`config.mk`:
```
export PLATFORM = sky130hd
export DESIGN_NAME = execute_stage
export DESIGN_NICKNAME = d
export VERILOG_FILES = /design/src/rtl/arm_ex_pkg.sv /design/src/rtl/ex_alu.sv /design/src/rtl/execute_stage.sv
export SDC_FILE = /design/constraint.sdc
export NUM_CORES = 1
export LEC_CHECK = 0
export CORE_MARGIN = 1.5
export CORE_UTILIZATION = 35
export DETAILED_ROUTE_END_ITERATION = 16
export PLACE_DENSITY = 0.59
export REMOVE_ABC_BUFFERS = 1
export SLEW_MARGIN = 0
export SYNTH_ARGS = -nofsm -noshare
export SYNTH_HDL_FRONTEND = slang
export SYNTH_HIERARCHICAL = 1
export SYNTH_SLANG_ARGS = --single-unit
```
`constraint.sdc`:
```
create_clock -name clk -period 13.9 [get_ports clk]
set_input_delay 1.39 -clock clk [delete_from_list [all_inputs] [get_ports clk]]
set_output_delay 1.39 -clock clk [all_outputs]
set_load 0.02 [all_outputs]
```
`src/rtl/arm_ex_pkg.sv`:
```
// Shared constants for the execute stage: widths, ARM DP opcodes, condition codes,
// CPSR flag bit positions and the condition-code evaluation helper.
package arm_ex_pkg;

  localparam int unsigned DATA_W     = 32;
  localparam int unsigned REG_ADDR_W = 4;
  localparam int unsigned FLAG_W     = 4;

  // CPSR flag bit indices within {N,Z,C,V}
  localparam int unsigned FLAG_N = 3;
  localparam int unsigned FLAG_Z = 2;
  localparam int unsigned FLAG_C = 1;
  localparam int unsigned FLAG_V = 0;

  // ARM data-processing opcodes
  localparam logic [3:0] OP_AND = 4'h0;
  localparam logic [3:0] OP_EOR = 4'h1;
  localparam logic [3:0] OP_SUB = 4'h2;
  localparam logic [3:0] OP_RSB = 4'h3;
  localparam logic [3:0] OP_ADD = 4'h4;
  localparam logic [3:0] OP_ADC = 4'h5;
  localparam logic [3:0] OP_SBC = 4'h6;
  localparam logic [3:0] OP_RSC = 4'h7;
  localparam logic [3:0] OP_TST = 4'h8;
  localparam logic [3:0] OP_TEQ = 4'h9;
  localparam logic [3:0] OP_CMP = 4'hA;
  localparam logic [3:0] OP_CMN = 4'hB;
  localparam logic [3:0] OP_ORR = 4'hC;
  localparam logic [3:0] OP_MOV = 4'hD;
  localparam logic [3:0] OP_BIC = 4'hE;
  localparam logic [3:0] OP_MVN = 4'hF;

  // ARM condition codes
  localparam logic [3:0] CC_EQ = 4'h0;
  localparam logic [3:0] CC_NE = 4'h1;
  localparam logic [3:0] CC_CS = 4'h2;
  localparam logic [3:0] CC_CC = 4'h3;
  localparam logic [3:0] CC_MI = 4'h4;
  localparam logic [3:0] CC_PL = 4'h5;
  localparam logic [3:0] CC_VS = 4'h6;
  localparam logic [3:0] CC_VC = 4'h7;
  localparam logic [3:0] CC_HI = 4'h8;
  localparam logic [3:0] CC_LS = 4'h9;
  localparam logic [3:0] CC_GE = 4'hA;
  localparam logic [3:0] CC_LT = 4'hB;
  localparam logic [3:0] CC_GT = 4'hC;
  localparam logic [3:0] CC_LE = 4'hD;
  localparam logic [3:0] CC_AL = 4'hE;

  // Evaluate an ARM condition field against {N,Z,C,V}; NV (1111) never passes
  function automatic logic cond_check(input logic [3:0] cond, input logic [FLAG_W-1:0] f);
    logic n, z, c, v;
    n = f[FLAG_N];
    z = f[FLAG_Z];
    c = f[FLAG_C];
    v = f[FLAG_V];
    case (cond)
      CC_EQ:   cond_check = z;
      CC_NE:   cond_check = !z;
      CC_CS:   cond_check = c;
      CC_CC:   cond_check = !c;
      CC_MI:   cond_check = n;
      CC_PL:   cond_check = !n;
      CC_VS:   cond_check = v;
      CC_VC:   cond_check = !v;
      CC_HI:   cond_check = c && !z;
      CC_LS:   cond_check = !c || z;
      CC_GE:   cond_check = (n == v);
      CC_LT:   cond_check = (n != v);
      CC_GT:   cond_check = !z && (n == v);
      CC_LE:   cond_check = z || (n != v);
      CC_AL:   cond_check = 1'b1;
      default: cond_check = 1'b0;
    endcase
  endfunction

endpackage

```
`src/rtl/ex_alu.sv`:
```
// Combinational ARM data-processing ALU.
// Ports: a, b operands; op DP opcode; cin current CPSR.C (ADC/SBC/RSC);
//        result; n/z/c/v computed flags; arith=1 when c/v are meaningful;
//        writes_rd=0 for the test ops TST/TEQ/CMP/CMN.
module ex_alu
  import arm_ex_pkg::*;
(
  input  logic [DATA_W-1:0] a,
  input  logic [DATA_W-1:0] b,
  input  logic [3:0]        op,
  input  logic              cin,
  output logic [DATA_W-1:0] result,
  output logic              n,
  output logic              z,
  output logic              c,
  output logic              v,
  output logic              arith,
  output logic              writes_rd
);

  logic [DATA_W-1:0] x;
  logic [DATA_W-1:0] y;
  logic              ci;
  logic [DATA_W:0]   sum;
  logic [DATA_W-1:0] logic_res;

  // All arithmetic is x + y + ci; subtraction uses the inverted operand so C = no borrow
  always_comb begin
    x         = a;
    y         = b;
    ci        = 1'b0;
    arith     = 1'b1;
    logic_res = '0;
    case (op)
      OP_SUB, OP_CMP: begin y = ~b; ci = 1'b1; end
      OP_RSB:         begin x = b; y = ~a; ci = 1'b1; end
      OP_ADD, OP_CMN: ci = 1'b0;
      OP_ADC:         ci = cin;
      OP_SBC:         begin y = ~b; ci = cin; end
      OP_RSC:         begin x = b; y = ~a; ci = cin; end
      OP_AND, OP_TST: begin arith = 1'b0; logic_res = a & b; end
      OP_EOR, OP_TEQ: begin arith = 1'b0; logic_res = a ^ b; end
      OP_ORR:         begin arith = 1'b0; logic_res = a | b; end
      OP_MOV:         begin arith = 1'b0; logic_res = b; end
      OP_BIC:         begin arith = 1'b0; logic_res = a & ~b; end
      default:        begin arith = 1'b0; logic_res = ~b; end
    endcase
    sum       = (DATA_W+1)'(x) + (DATA_W+1)'(y) + (DATA_W+1)'(ci);
    result    = arith ? sum[DATA_W-1:0] : logic_res;
    n         = result[DATA_W-1];
    z         = (result == '0);
    c         = sum[DATA_W];
    v         = (x[DATA_W-1] == y[DATA_W-1]) && (sum[DATA_W-1] != x[DATA_W-1]);
    writes_rd = (op[3:2] != 2'b10);
  end

endmodule

```
`src/rtl/execute_stage.sv`:
```
// ARM execute stage: condition check against the CPSR, ALU / address / branch
// resolution, CPSR NZCV ownership and the EX/MEM output register (1-cycle latency).
// Ports: clk, reset (sync, active-high); valid_in/stall_in/flush_in/ready_out handshake;
//        operand and control inputs from register fetch; registered EX/MEM outputs;
//        flags_out is the current CPSR {N,Z,C,V}.
module execute_stage
  import arm_ex_pkg::*;
(
  input  logic                  clk,
  input  logic                  reset,
  input  logic                  valid_in,
  output logic                  ready_out,
  input  logic                  stall_in,
  input  logic                  flush_in,
  input  logic [DATA_W-1:0]     data1_in,
  input  logic [DATA_W-1:0]     data2_in,
  input  logic [DATA_W-1:0]     store_data_in,
  input  logic [4:0]            opcode_in,
  input  logic [3:0]            cond_in,
  input  logic                  cpsr_write_in,
  input  logic                  is_branch_in,
  input  logic                  link_in,
  input  logic                  load_store_in,
  input  logic                  pre_post_in,
  input  logic                  up_down_in,
  input  logic                  byte_word_in,
  input  logic                  write_back_in,
  input  logic [REG_ADDR_W-1:0] rd_in,
  input  logic [REG_ADDR_W-1:0] rn_in,
  output logic                  valid_out,
  output logic [DATA_W-1:0]     result_out,
  output logic [DATA_W-1:0]     addr_out,
  output logic [DATA_W-1:0]     store_data_out,
  output logic [DATA_W-1:0]     wb_value_out,
  output logic [REG_ADDR_W-1:0] rd_out,
  output logic [REG_ADDR_W-1:0] rn_out,
  output logic                  reg_write_out,
  output logic                  mem_read_out,
  output logic                  mem_write_out,
  output logic                  byte_out,
  output logic                  wb_en_out,
  output logic                  branch_taken_out,
  output logic [DATA_W-1:0]     branch_target_out,
  output logic [FLAG_W-1:0]     flags_out
);

  logic [FLAG_W-1:0] cpsr;
  logic [FLAG_W-1:0] cpsr_next;
  logic [DATA_W-1:0] alu_result;
  logic              alu_n, alu_z, alu_c, alu_v, alu_arith, alu_writes_rd;
  logic [DATA_W-1:0] offset_sum;
  logic              squash, accept, is_mem, is_dp;

  ex_alu u_alu (
    .a         (data1_in),
    .b         (data2_in),
    .op        (opcode_in[3:0]),
    .cin       (cpsr[FLAG_C]),
    .result    (alu_result),
    .n         (alu_n),
    .z         (alu_z),
    .c         (alu_c),
    .v         (alu_v),
    .arith     (alu_arith),
    .writes_rd (alu_writes_rd)
  );

  assign ready_out = !stall_in;
  assign flags_out = cpsr;

  // A taken branch sitting in EX/MEM means the instruction now at the input is wrong-path
  assign squash = branch_taken_out & valid_out;
  assign accept = valid_in & !squash & cond_check(cond_in, cpsr);
  assign is_mem = opcode_in[4] & !is_branch_in;
  assign is_dp  = !opcode_in[4] & !is_branch_in;

  assign offset_sum = up_down_in ? (data1_in + data2_in) : (data1_in - data2_in);

  // Flag update: logical ops leave C and V alone
  always_comb begin
    cpsr_next = cpsr;
    if (is_dp && cpsr_write_in) begin
      cpsr_next[FLAG_N] = alu_n;
      cpsr_next[FLAG_Z] = alu_z;
      if (alu_arith) begin
        cpsr_next[FLAG_C] = alu_c;
        cpsr_next[FLAG_V] = alu_v;
      end
    end
  end

  // EX/MEM register and CPSR; flush beats stall, stall beats squash/bubble
  always_ff @(posedge clk) begin
    if (reset) begin
      cpsr              <= '0;
      valid_out         <= 1'b0;
      result_out        <= '0;
      addr_out          <= '0;
      store_data_out    <= '0;
      wb_value_out      <= '0;
      rd_out            <= '0;
      rn_out            <= '0;
      reg_write_out     <= 1'b0;
      mem_read_out      <= 1'b0;
      mem_write_out     <= 1'b0;
      byte_out          <= 1'b0;
      wb_en_out         <= 1'b0;
      branch_taken_out  <= 1'b0;
      branch_target_out <= '0;
    end else if (flush_in || (!stall_in && !accept)) begin
      valid_out        <= 1'b0;
      reg_write_out    <= 1'b0;
      mem_read_out     <= 1'b0;
      mem_write_out    <= 1'b0;
      byte_out         <= 1'b0;
      wb_en_out        <= 1'b0;
      branch_taken_out <= 1'b0;
    end else if (!stall_in) begin
      cpsr              <= cpsr_next;
      valid_out         <= 1'b1;
      result_out        <= is_branch_in ? (data1_in - DATA_W'(4)) : alu_result;
      addr_out          <= pre_post_in ? offset_sum : data1_in;
      store_data_out    <= store_data_in;
      wb_value_out      <= offset_sum;
      rd_out            <= (is_branch_in && link_in) ? REG_ADDR_W'(14) : rd_in;
      rn_out            <= rn_in;
      reg_write_out     <= is_branch_in ? link_in : (is_dp & alu_writes_rd);
      mem_read_out      <= is_mem & load_store_in;
      mem_write_out     <= is_mem & !load_store_in;
      byte_out          <= is_mem & byte_word_in;
      wb_en_out         <= is_mem & (write_back_in | !pre_post_in);
      branch_taken_out  <= is_branch_in;
      branch_target_out <= data1_in + data2_in;
    end
  end

endmodule

```
==> run_results.csv, run 1 <==
group,metric,value,unit
floorplan,rows,80,
yosys,synth_top_family_by_area,"compound AO/OA/AOI/OAI gates",
status,status,"finished, final reports clean",
clocking,cts_sinks,178,
global_routing,track_usage,0.263,
power_and_ir_drop,irDropWorstVdd,0.0000593,V
yosys,synth_ff_type,"dfxtp_1",
placed_design,dp_hpwl,50300,um
yosys,synth_fa_ha_area_frac,0.0974,
cells_and_area,fillers,4966,
clocking,cts_tree,"built",
yosys,ys_seq_elements,178,
sta,fmax,137,MHz
cells_and_area,finalNonFillerCells,3219,
floorplan,fp.coreArea,47800,um^2
global_routing,grt_start_max_net_pins,97,
sta,fin_tns_setup,0,ns
clocking,cts_resized,0,
floorplan,die-area,49900,um^2
sta,grt_setup_unrepaired,"false",
sta,relSlewSlack,0.343,
drt,via_per_inst,5.75,
yosys,ys_async_sr_fraction,0,
global_routing,grt_antenna_before_repair,3,
yosys,synth_area_leaders,"dfxtp_1 21%, ha_1 9.3%, nand2_1 7.7%",
global_routing,grt_pass1_vias,17500,
yosys,yosys_warnings,6,
global_routing,grt_first_pass_wirelength,103000,um
clocking,insertion_delay,0.48,ns
global_routing,grt.overflow.total,0,
cells_and_area,final_layout_size_suffix_gt1_frac,0.0465,
floorplan,die_w,223,um
cells_and_area,final_util,0.435,
sta,drv_slew,0,
cells_and_area,register_area,3560,um^2
sta,setup_viol,0,
placed_design,port-buffer-count,305,
yosys,synth_cells,2415,
power_and_ir_drop,finalPower,1750,uW
clocking,cts_buffers,17,
placed_design,dp_slack,6.11,ns
clocking,cts_hold_buf,0,
yosys,synth-edff-count,0,
worst_setup_path,critical_path_required,14.31,ns
yosys,synth_area,17000,um^2
clocking,cts_buffer_depth,2,
worst_setup_path,start_kind,"input port",
job,maxCapViolations,0,
floorplan,pin_count,306,
clocking,postCtsSetupBuffers,0,
yosys,synth-compound-area-share,0.307,
yosys,synth-seq-area-share,0.209,
worst_setup_path,cp.arrival,7.71,ns
sta,worstMarginPinSlew,0.985,ns
worst_setup_path,end_kind,"flop",
drt,drt_drc_violations_left,0,
yosys,synth.top_cell.area_share,0.209,
sta,period_minus_slack,7.30,ns
clocking,htreeDepth,4,
power_and_ir_drop,p_per_area,84.2,nW/um^2
yosys,synth.mux.area_fraction,0.0184,
drt,detail-route-antenna-nets,0,
drt,wl,67100,um
clocking,cts.clk_slew.worst_paths,0.07,ns
floorplan,start_util,0.356,
placed_design,place_congestion,0.916,
yosys,synth_xor_area_frac,0.0643,
drt,wire_per_inst,20.9,um
yosys,yosys.area.top_type,"dfxtp_1",
yosys,synth_cell_types,110,
drt,drt_iter0_drc,1475,
drt,dr.pass1.iters,5,
worst_hold_path,hold_class,"reg2reg",
sta,hold_viol_final,0,
sta,worst_slack,6.60,ns
yosys,synthTopCellsByCount,"351 x nand2_1, 244 x a21oi_1, 209 x nor2_1, 186 x o21ai_0, 178 x dfxtp_1",
sta,min_period_over_period,0.525,
placed_design,placed_cells,3184,
clocking,clockRootBuffer,"clkbuf_16",
yosys,yosysMostFrequentCell,"nand2_1",
yosys,synth_simple_gate_area_frac,0.225,
worst_setup_path,cp_max_fo,32,
sta,clock_skew,0.0139,ns
cells_and_area,multiInputGateArea,12100,um^2
worst_setup_path,critPathKind,"in2reg",
cells_and_area,syn_to_final_growth,22.4,%
floorplan,die_y,223,um
cells_and_area,layout.nets,2844,
power_and_ir_drop,cellLeakagePower,0.00785,uW
drt,vias,18500,
yosys,syn_area_per_cell,7.05,um^2
==> critical path: stages <==
cell and delay, ns:
clkdlybuf4s50_1 0.82, and2_1 0.36, nor3_2 0.12, o21bai_2 0.14
buf_4 0.36, nor2_1 0.07, a211oi_1 0.29, fa_1 0.28
inv_1 0.06, fa_1 0.43, a211oi_2 0.31, nor2_1 0.10
xnor2_1 0.15, o221ai_1 0.15, or4_1 0.60, or4b_1 0.51
nor4_1 0.41, nand4_1 0.21, or4_1 0.57, nor4_2 0.16
mux2i_1 0.11, nor2_1 0.10
==> per-stage QoR <==
stage | hold WS (ns) | area (um^2)
6_report | 0.450 | 20800
5_1_grt | 0.472 | 20800
4_1_cts | 0.455 | 20800
2_1_floorplan | 0.524 | 16200
3_3_place_gp | 0.440 | 20200
3_5_place_dp | 0.445 | 20200
==> flip-flops by register name, summed over array words and instances (netlist names), 4 cells and up <==
register and count:
branch_target_out 31, store_data_out 32, flags_out 4, addr_out 32, rn_out 4, result_out 32, rd_out 4, wb_value_out 32
==> final timing paths <==
path	start	to	slack, ns	cells after the start
worst max register to register	flags_out[1]	flags_out[2]	8.90	17
worst max-delay path	opcode_in[2]	flags_out[2]	6.60	22
worst min-delay path	addr_out[24]	addr_out[24]	0.45	2
worst min register to register	addr_out[24]	addr_out[24]	0.45	2
==> kinds of logic after synthesis <==
| logic type | count (synthesis) |
|---|---|
| and+or+nand+nor | 826 |
| AOI/OAI and AO/OA | 806 |
| buffers and inverters | 319 |
| DFF | 178 |
| adders and majority gates | 130 |
| xor gates and xnor gates | 125 |
| muxes | 31 |
==> per-layer routing <==
layer | vias up | part of all wire | routed length, um | global-route usage
li1 | 8985 | - | - | -
met1 | 8818 | 0.47 | 31400 | 0.364
met2 | 603 | 0.45 | 30500 | 0.418
met3 | 101 | 0.051 | 3440 | 0.0329
met4 | 0 | 0.027 | 1820 | 0.0963
met5 | - | 0 | 0 | 0
==> report_power, final <==
part | switching (uW) | internal [uW]
Sequential | 8.05 | 525
Combinational | 439 | 264
Clock | 227 | 290
==> cell usage in the layout (no fill, tap or decap), types with 7 or more instances in the layout <==
master           Yosys  final
nand2_1            351    350
clkdlybuf4s50_1      0    299
a21oi_1            244    244
nor2_1             209    208
o21ai_0            186    186
dfxtp_1            178    178
inv_1              141    141
ha_1               126    126
xnor2_1             91     91
a211oi_1            66     66
nor3_1              50     49
o211ai_1            41     41
nand3_1             41     40
xor2_1              34     34
o31ai_1             32     32
a31oi_1             30     30
mux2i_1             29     29
and3_1              20     20
buf_4               13     20
nor2b_1             18     18
nand4_1             18     18
a21o_1              18     18
or3_1               17     17
clkbuf_16            0     17
nand2b_1            15     15
o22ai_1             15     15
a22oi_1             13     13
o21a_1              12     12
nor4_1              12     12
o221ai_1            12     12
o21bai_1            12     11
or4_1               11     11
o21ai_1             11     11
nand3b_1            11     11
nor3b_1              8      8
a211o_1              8      8
a311oi_1             7      7
==> cell type report <==
cell class              count  share of cell area
clock buffers              18              0.0211
inverters                 148              0.0269
clock inverters            14             0.00841
well taps                 615              0.0369
diodes                      3            0.000360
repair buffers            325               0.153
multi-input cells        1918               0.583
flip-flops and latches    178               0.171
Note: power is estimated with default switching activity, not from simulation.
==> inputs of run 2 (changes only) <==
- PLACE_DENSITY: 0.59 -> 0.61
- clock period: 13.9 -> 6.7 ns (I/O delays scaled with it)
==> run_results.csv, run 2 (synthesis results as in run 1) <==
group,metric,value,unit
floorplan,die_y,223,um
cells_and_area,layout.nets,2873,
worst_setup_path,end_kind,"flop",
worst_setup_path,rr_startpoint,"flags_out[1]",
sta,period_minus_slack,5.74,ns
sta,fin_tns_setup,0,ns
drt,drt_iter0_drc,1745,
power_and_ir_drop,seqPwrFrac,0.300,
clocking,clockRootBuffer,"clkbuf_16",
cells_and_area,mostFrequentLayoutCells,"350 x nand2_1, 299 x clkdlybuf4s50_1, 244 x a21oi_1, 208 x nor2_1, 186 x o21ai_0",
power_and_ir_drop,p_switching,1390,uW
worst_setup_path,critical_path_required,7.12,ns
worst_setup_path,start_kind,"input port",
worst_hold_path,hold_class,"reg2reg",
worst_setup_path,critPathKind,"in2reg",
worst_hold_path,hp-start,"addr_out[10]",
drt,detail-route-antenna-nets,0,
placed_design,placed_area,20400,um^2
sta,worstMarginPinSlew,0.929,ns
worst_setup_path,crit_start,"opcode_in[3]",
global_routing,grt_antenna_before_repair,5,
worst_setup_path,cp_common_cell,"nor2_1",
global_routing,grt.overflow.total,0,
sta,setup_viol,0,
job,maxCapViolations,0,
sta,fmax,174,MHz
sta,grt_setup_unrepaired,"false",
sta,hold_viol_final,0,
worst_setup_path,cpMaxStageDelayCell,"or4_1",
floorplan,pin_count,306,
power_and_ir_drop,irDropWorstVdd,0.000122,V
clocking,cts_buffer_depth,2,
clocking,postCtsSetupBuffers,0,
clocking,insertion_delay,0.48,ns
global_routing,track_usage,0.261,
floorplan,start_util,0.356,
drt,drt_drc_violations_left,0,
cells_and_area,fillers,4896,
drt,dr.pass1.iters,5,
global_routing,grt_start_max_net_pins,68,
sta,clock_skew,0.0151,ns
clocking,cts_sinks,178,
drt,vias,18900,
sta,relSlewSlack,0.379,
drt,wl,67200,um
clocking,cts_buffers,17,
placed_design,place_congestion,0.975,
power_and_ir_drop,p_int,2290,uW
worst_setup_path,cp_cell_sequence,"clkdlybuf4s50_1 > and2_1 > nor3_2 > o21bai_2 > nor2_1 > a211oi_1 > fa_1 > inv_1 > fa_1 > a211oi_2 > nor2_1 > xnor2_1 > o221ai_1 > or4_1 > or4b_1 > nor4_1 > buf_4 > nand4_1 > or4_1 > nor4_2 > mux2i_1 > nor2_1",
power_and_ir_drop,p_per_area,175,nW/um^2
power_and_ir_drop,clockPowerShare,0.300,
clocking,htreeDepth,4,
cells_and_area,final_util,0.441,
floorplan,die_w,223,um
sta,min_period_over_period,0.857,
power_and_ir_drop,cellLeakagePower,0.00800,uW
placed_design,dp_hpwl,51000,um
worst_setup_path,cp_max_fo,6,
global_routing,grt_first_pass_wirelength,102000,um
worst_setup_path,cp.arrival,6.16,ns
status,status,"finished, final reports clean",
sta,drv_slew,0,
worst_setup_path,cpPeakStageDelay,0.57,ns
power_and_ir_drop,pwr-share-comb,0.400,
drt,wire_per_inst,20.7,um
floorplan,fp.coreArea,47800,um^2
drt,via_per_inst,5.82,
clocking,cts_resized,0,
clocking,cts_tree,"built",
clocking,cts.clk_slew.worst_paths,0.07,ns
floorplan,rows,80,
placed_design,port-buffer-count,305,
cells_and_area,final_design_area_no_fill,21100,um^2
cells_and_area,layout_commonest_cell,"nand2_1",
global_routing,grt_pass1_vias,17900,
floorplan,die-area,49900,um^2
cells_and_area,syn_to_final_growth,23.9,%
power_and_ir_drop,power_switching_share,0.378,
cells_and_area,final_layout_size_suffix_gt1_frac,0.0567,
clocking,cts_hold_buf,0,
-- run 2: stage by stage --
| step | std cells | setup WS (ns) | power, uW | hold slack (ns) |
|---|---|---|---|---|
| 2_1_floorplan | 2244 | -0.122 | 2030 | 0.524 |
| 3_3_place_gp | 3213 | 0.601 | 2570 | 0.441 |
| 3_5_place_dp | 3213 | 0.519 | 2580 | 0.444 |
| 4_1_cts | 3245 | 1.02 | 3700 | 0.453 |
| 5_1_grt | 3250 | 0.681 | 3880 | 0.473 |
| 6_report | 3250 | 0.959 | 3680 | 0.450 |
-- run 2: power groups by stage --
stage                     sequential (uW)  combinational, uW  clock (uW)
final                                1110               1470        1100
after floorplan                      1170                863           0
after global placement               1130               1440           0
after global routing                 1110               1600        1170
after CTS                            1110               1450        1140
after detailed placement             1130               1450           0
-- run 2: worst paths after layout --
path / endpoint / slack, ns / cells after the start
hold reg to reg: addr_out[10] / 0.45 / 2
setup reg to reg: flags_out[2] / 1.87 / 18
hold / removal: addr_out[10] / 0.45 / 2
setup / recovery: flags_out[2] / 0.96 / 22
-- run 2: area by class of cell --
class,instances,area (um^2),area share
Clock buffer,19,443,0.0210
Antenna cell,5,12.5,0.000594
Sequential cell,178,3560,0.169
Tap cell,615,769,0.0365
Clock inverter,13,196,0.00932
Timing Repair Buffer,354,3400,0.161
Inverter,148,561,0.0266
Multi-Input combinational cell,1918,12100,0.576
-- run 2: critical path: cells and delay by family --
kind	cells	cell delay, ns
AO/OA/AOI/OAI	4	0.98
XOR/XNOR	1	0.15
adder cells (fa/ha/maj)	2	0.68
buffers and inverters	3	0.66
multiplexers	1	0.11
AND/OR/NAND/NOR	11	2.91
-- run 2: metal layers --
layer	global-route usage	up-vias	wire length (um)
met5	0	-	0
met3	0.0336	109	4150
li1	-	9059	-
met2	0.430	754	31300
met4	0.103	0	1960
met1	0.344	9004	29900
==> inputs of run 3 (changes only) <==
- CELL_PAD_IN_SITES_DETAIL_PLACEMENT: not set -> 0
- CELL_PAD_IN_SITES_GLOBAL_PLACEMENT: not set -> 1
- PLACE_DENSITY: 0.61 -> 0.8
- SKIP_CTS_REPAIR_TIMING: not set -> 1
- SLEW_MARGIN: 0 -> not set
==> run_results.csv, run 3 (synthesis results as in run 1) <==
group,metric,value,unit
status,status,"finished, final reports clean",
cells_and_area,final_layout_size_suffix_gt1_frac,0.0567,
sta,period_minus_slack,5.66,ns
placed_design,dp_hpwl,50600,um
power_and_ir_drop,p_per_area,172,nW/um^2
floorplan,fp.coreArea,47800,um^2
floorplan,rows,80,
floorplan,start_util,0.356,
clocking,clockRootBuffer,"clkbuf_16",
clocking,cts_buffer_depth,2,
sta,relSlewSlack,0.364,
floorplan,die_w,223,um
global_routing,track_usage,0.260,
worst_setup_path,cp_cell_sequence,"clkdlybuf4s50_1 > and2_1 > nor3_2 > buf_4 > a211oi_1 > fa_1 > inv_1 > fa_1 > a211oi_2 > nor2_1 > xnor2_1 > o221ai_1 > or4_1 > or4b_1 > nor4_1 > buf_4 > nand4_1 > or4_1 > nor4_2 > mux2i_1 > nor2_1",
worst_setup_path,cp.arrival,6.09,ns
worst_hold_path,hold_class,"reg2reg",
drt,wl,66600,um
worst_setup_path,crit_start,"opcode_in[3]",
worst_setup_path,cpMaxStageDelayCell,"or4_1",
drt,drt_iter0_drc,1484,
cells_and_area,fillers,4962,
global_routing,grt.overflow.total,0,
global_routing,grt_antenna_before_repair,5,
worst_setup_path,cp_max_fo,32,
floorplan,die-area,49900,um^2
global_routing,grt_first_pass_wirelength,102000,um
placed_design,place_congestion,0.929,
drt,wire_per_inst,20.5,um
sta,grt_setup_unrepaired,"false",
placed_design,port-buffer-count,305,
worst_setup_path,ff2ff_path_depth,18,
worst_setup_path,cp.depth,21,
worst_setup_path,path_buf_inv,4,
sta,worst_slack,1.04,ns
power_and_ir_drop,cellLeakagePower,0.00797,uW
sta,drv_slew,0,
worst_setup_path,critPathTopFamily,"simple AND/OR/NAND/NOR gates",
worst_setup_path,endpoint,"flags_out[2]",
global_routing,grt_start_max_net_pins,80,
cells_and_area,mostFrequentLayoutCells,"350 x nand2_1, 299 x clkdlybuf4s50_1, 244 x a21oi_1, 208 x nor2_1, 186 x o21ai_0",
worst_setup_path,timing.rr.end,"flags_out[2]",
drt,via_per_inst,5.73,
worst_setup_path,end_kind,"flop",
sta,min_period_over_period,0.845,
drt,dr.pass1.iters,6,
clocking,cts_sinks,178,
clocking,cts_tree,"built",
sta,fmax,177,MHz
global_routing,grt_pass1_vias,17500,
clocking,htreeDepth,4,
power_and_ir_drop,irDropWorstVdd,0.000161,V
power_and_ir_drop,finalPower,3610,uW
sta,clock_skew,0.0344,ns
worst_setup_path,ff2ff_setup_slack,1.90,ns
drt,vias,18600,
sta,setup_viol,0,
worst_setup_path,start_kind,"input port",
sta,worstMarginPinSlew,0.946,ns
drt,drt_drc_violations_left,0,
cells_and_area,syn_to_final_growth,23.7,%
job,maxCapViolations,0,
worst_setup_path,cpPeakStageDelay,0.57,ns
worst_setup_path,rr_startpoint,"flags_out[1]",
drt,detail-route-antenna-nets,0,
clocking,cts_buffers,17,
floorplan,pin_count,306,
floorplan,die_y,223,um
worst_setup_path,critPathKind,"in2reg",
sta,fin_tns_setup,0,ns
cells_and_area,layout_commonest_cell,"nand2_1",
clocking,insertion_delay,0.50,ns
placed_design,dp_slack,0.522,ns
worst_setup_path,critical_path_required,7.13,ns
sta,hold_viol_final,0,
cells_and_area,layout.nets,2872,
clocking,cts.clk_slew.worst_paths,0.08,ns
cells_and_area,final_util,0.440,
[run 3: changes by cell type in the layout (fill, tap and decap cells not counted), sizes merged]
cell      previous run  this run
clkinv               6         7
clkbuf              19        17
buf                 55        54
diode                5         4
inv                150       153
bufinv               4         1
clkinvlp             1         2
[run 3: worst register-to-register path, stage by stage (launching register included)]
cell and delay [ns]:
dfxtp_1 0.45, a21oi_1 0.21, o22a_1 0.17, fa_1 0.19, inv_1 0.06, fa_1 0.42, a211oi_2 0.30, nor2_1 0.11
xnor2_1 0.15, o221ai_1 0.16, or4_1 0.57, or4b_1 0.52, nor4_1 0.25, buf_4 0.16, nand4_1 0.12, or4_1 0.56
nor4_2 0.16, mux2i_1 0.10, nor2_1 0.09
[run 3: worst min-delay path by stage]
| stage | cells after the start | to | startpoint | slack (ns) |
|---|---|---|---|---|
| floorplan | 2 | addr_out[10] | addr_out[10] | 0.52 |
| global placement | 2 | addr_out[5] | addr_out[5] | 0.44 |
| detailed placement | 2 | branch_target_out[11] | branch_target_out[11] | 0.44 |
| CTS | 2 | branch_target_out[11] | branch_target_out[11] | 0.45 |
| global route | 2 | store_data_out[21] | store_data_out[21] | 0.47 |
| finish | 2 | store_data_out[18] | store_data_out[18] | 0.45 |
[run 3: layout make-up]
cell class                 instances  area [um^2]  area share
antenna                            4         10.0    0.000476
clock buffer                      17          425      0.0202
clock inverter                    15          169     0.00803
inverter                         148          561      0.0266
multi-input combinational       1918        12100       0.577
sequential                       178         3560       0.169
tap                              615          769      0.0366
timing repair buffer             353         3400       0.162
[run 3: per-layer routing]
metal	track usage	up-vias	part of all wire
met5	0	-	0.00017
met3	0.0332	92	0.051
met4	0.0987	2	0.032
met1	0.345	8836	0.46
met2	0.428	615	0.46
li1	-	9051	-
[run 3: through the flow]
| stage | hold WS, ns | instance area (um^2) | instances |
|---|---|---|---|
| 2_1_floorplan | 0.524 | 16200 | 2244 |
| 3_3_place_gp | 0.439 | 20400 | 3212 |
| 3_5_place_dp | 0.443 | 20400 | 3212 |
| 4_1_cts | 0.453 | 21000 | 3244 |
| 5_1_grt | 0.473 | 21000 | 3248 |
| 6_report | 0.453 | 21000 | 3248 |
[run 3: power by group]
part | internal, uW | total, uW | switching, uW
combinational | 561 | 1470 | 910
clock | 530 | 1040 | 505
sequential | 1090 | 1110 | 16.7
total | 2180 | 3610 | 1430
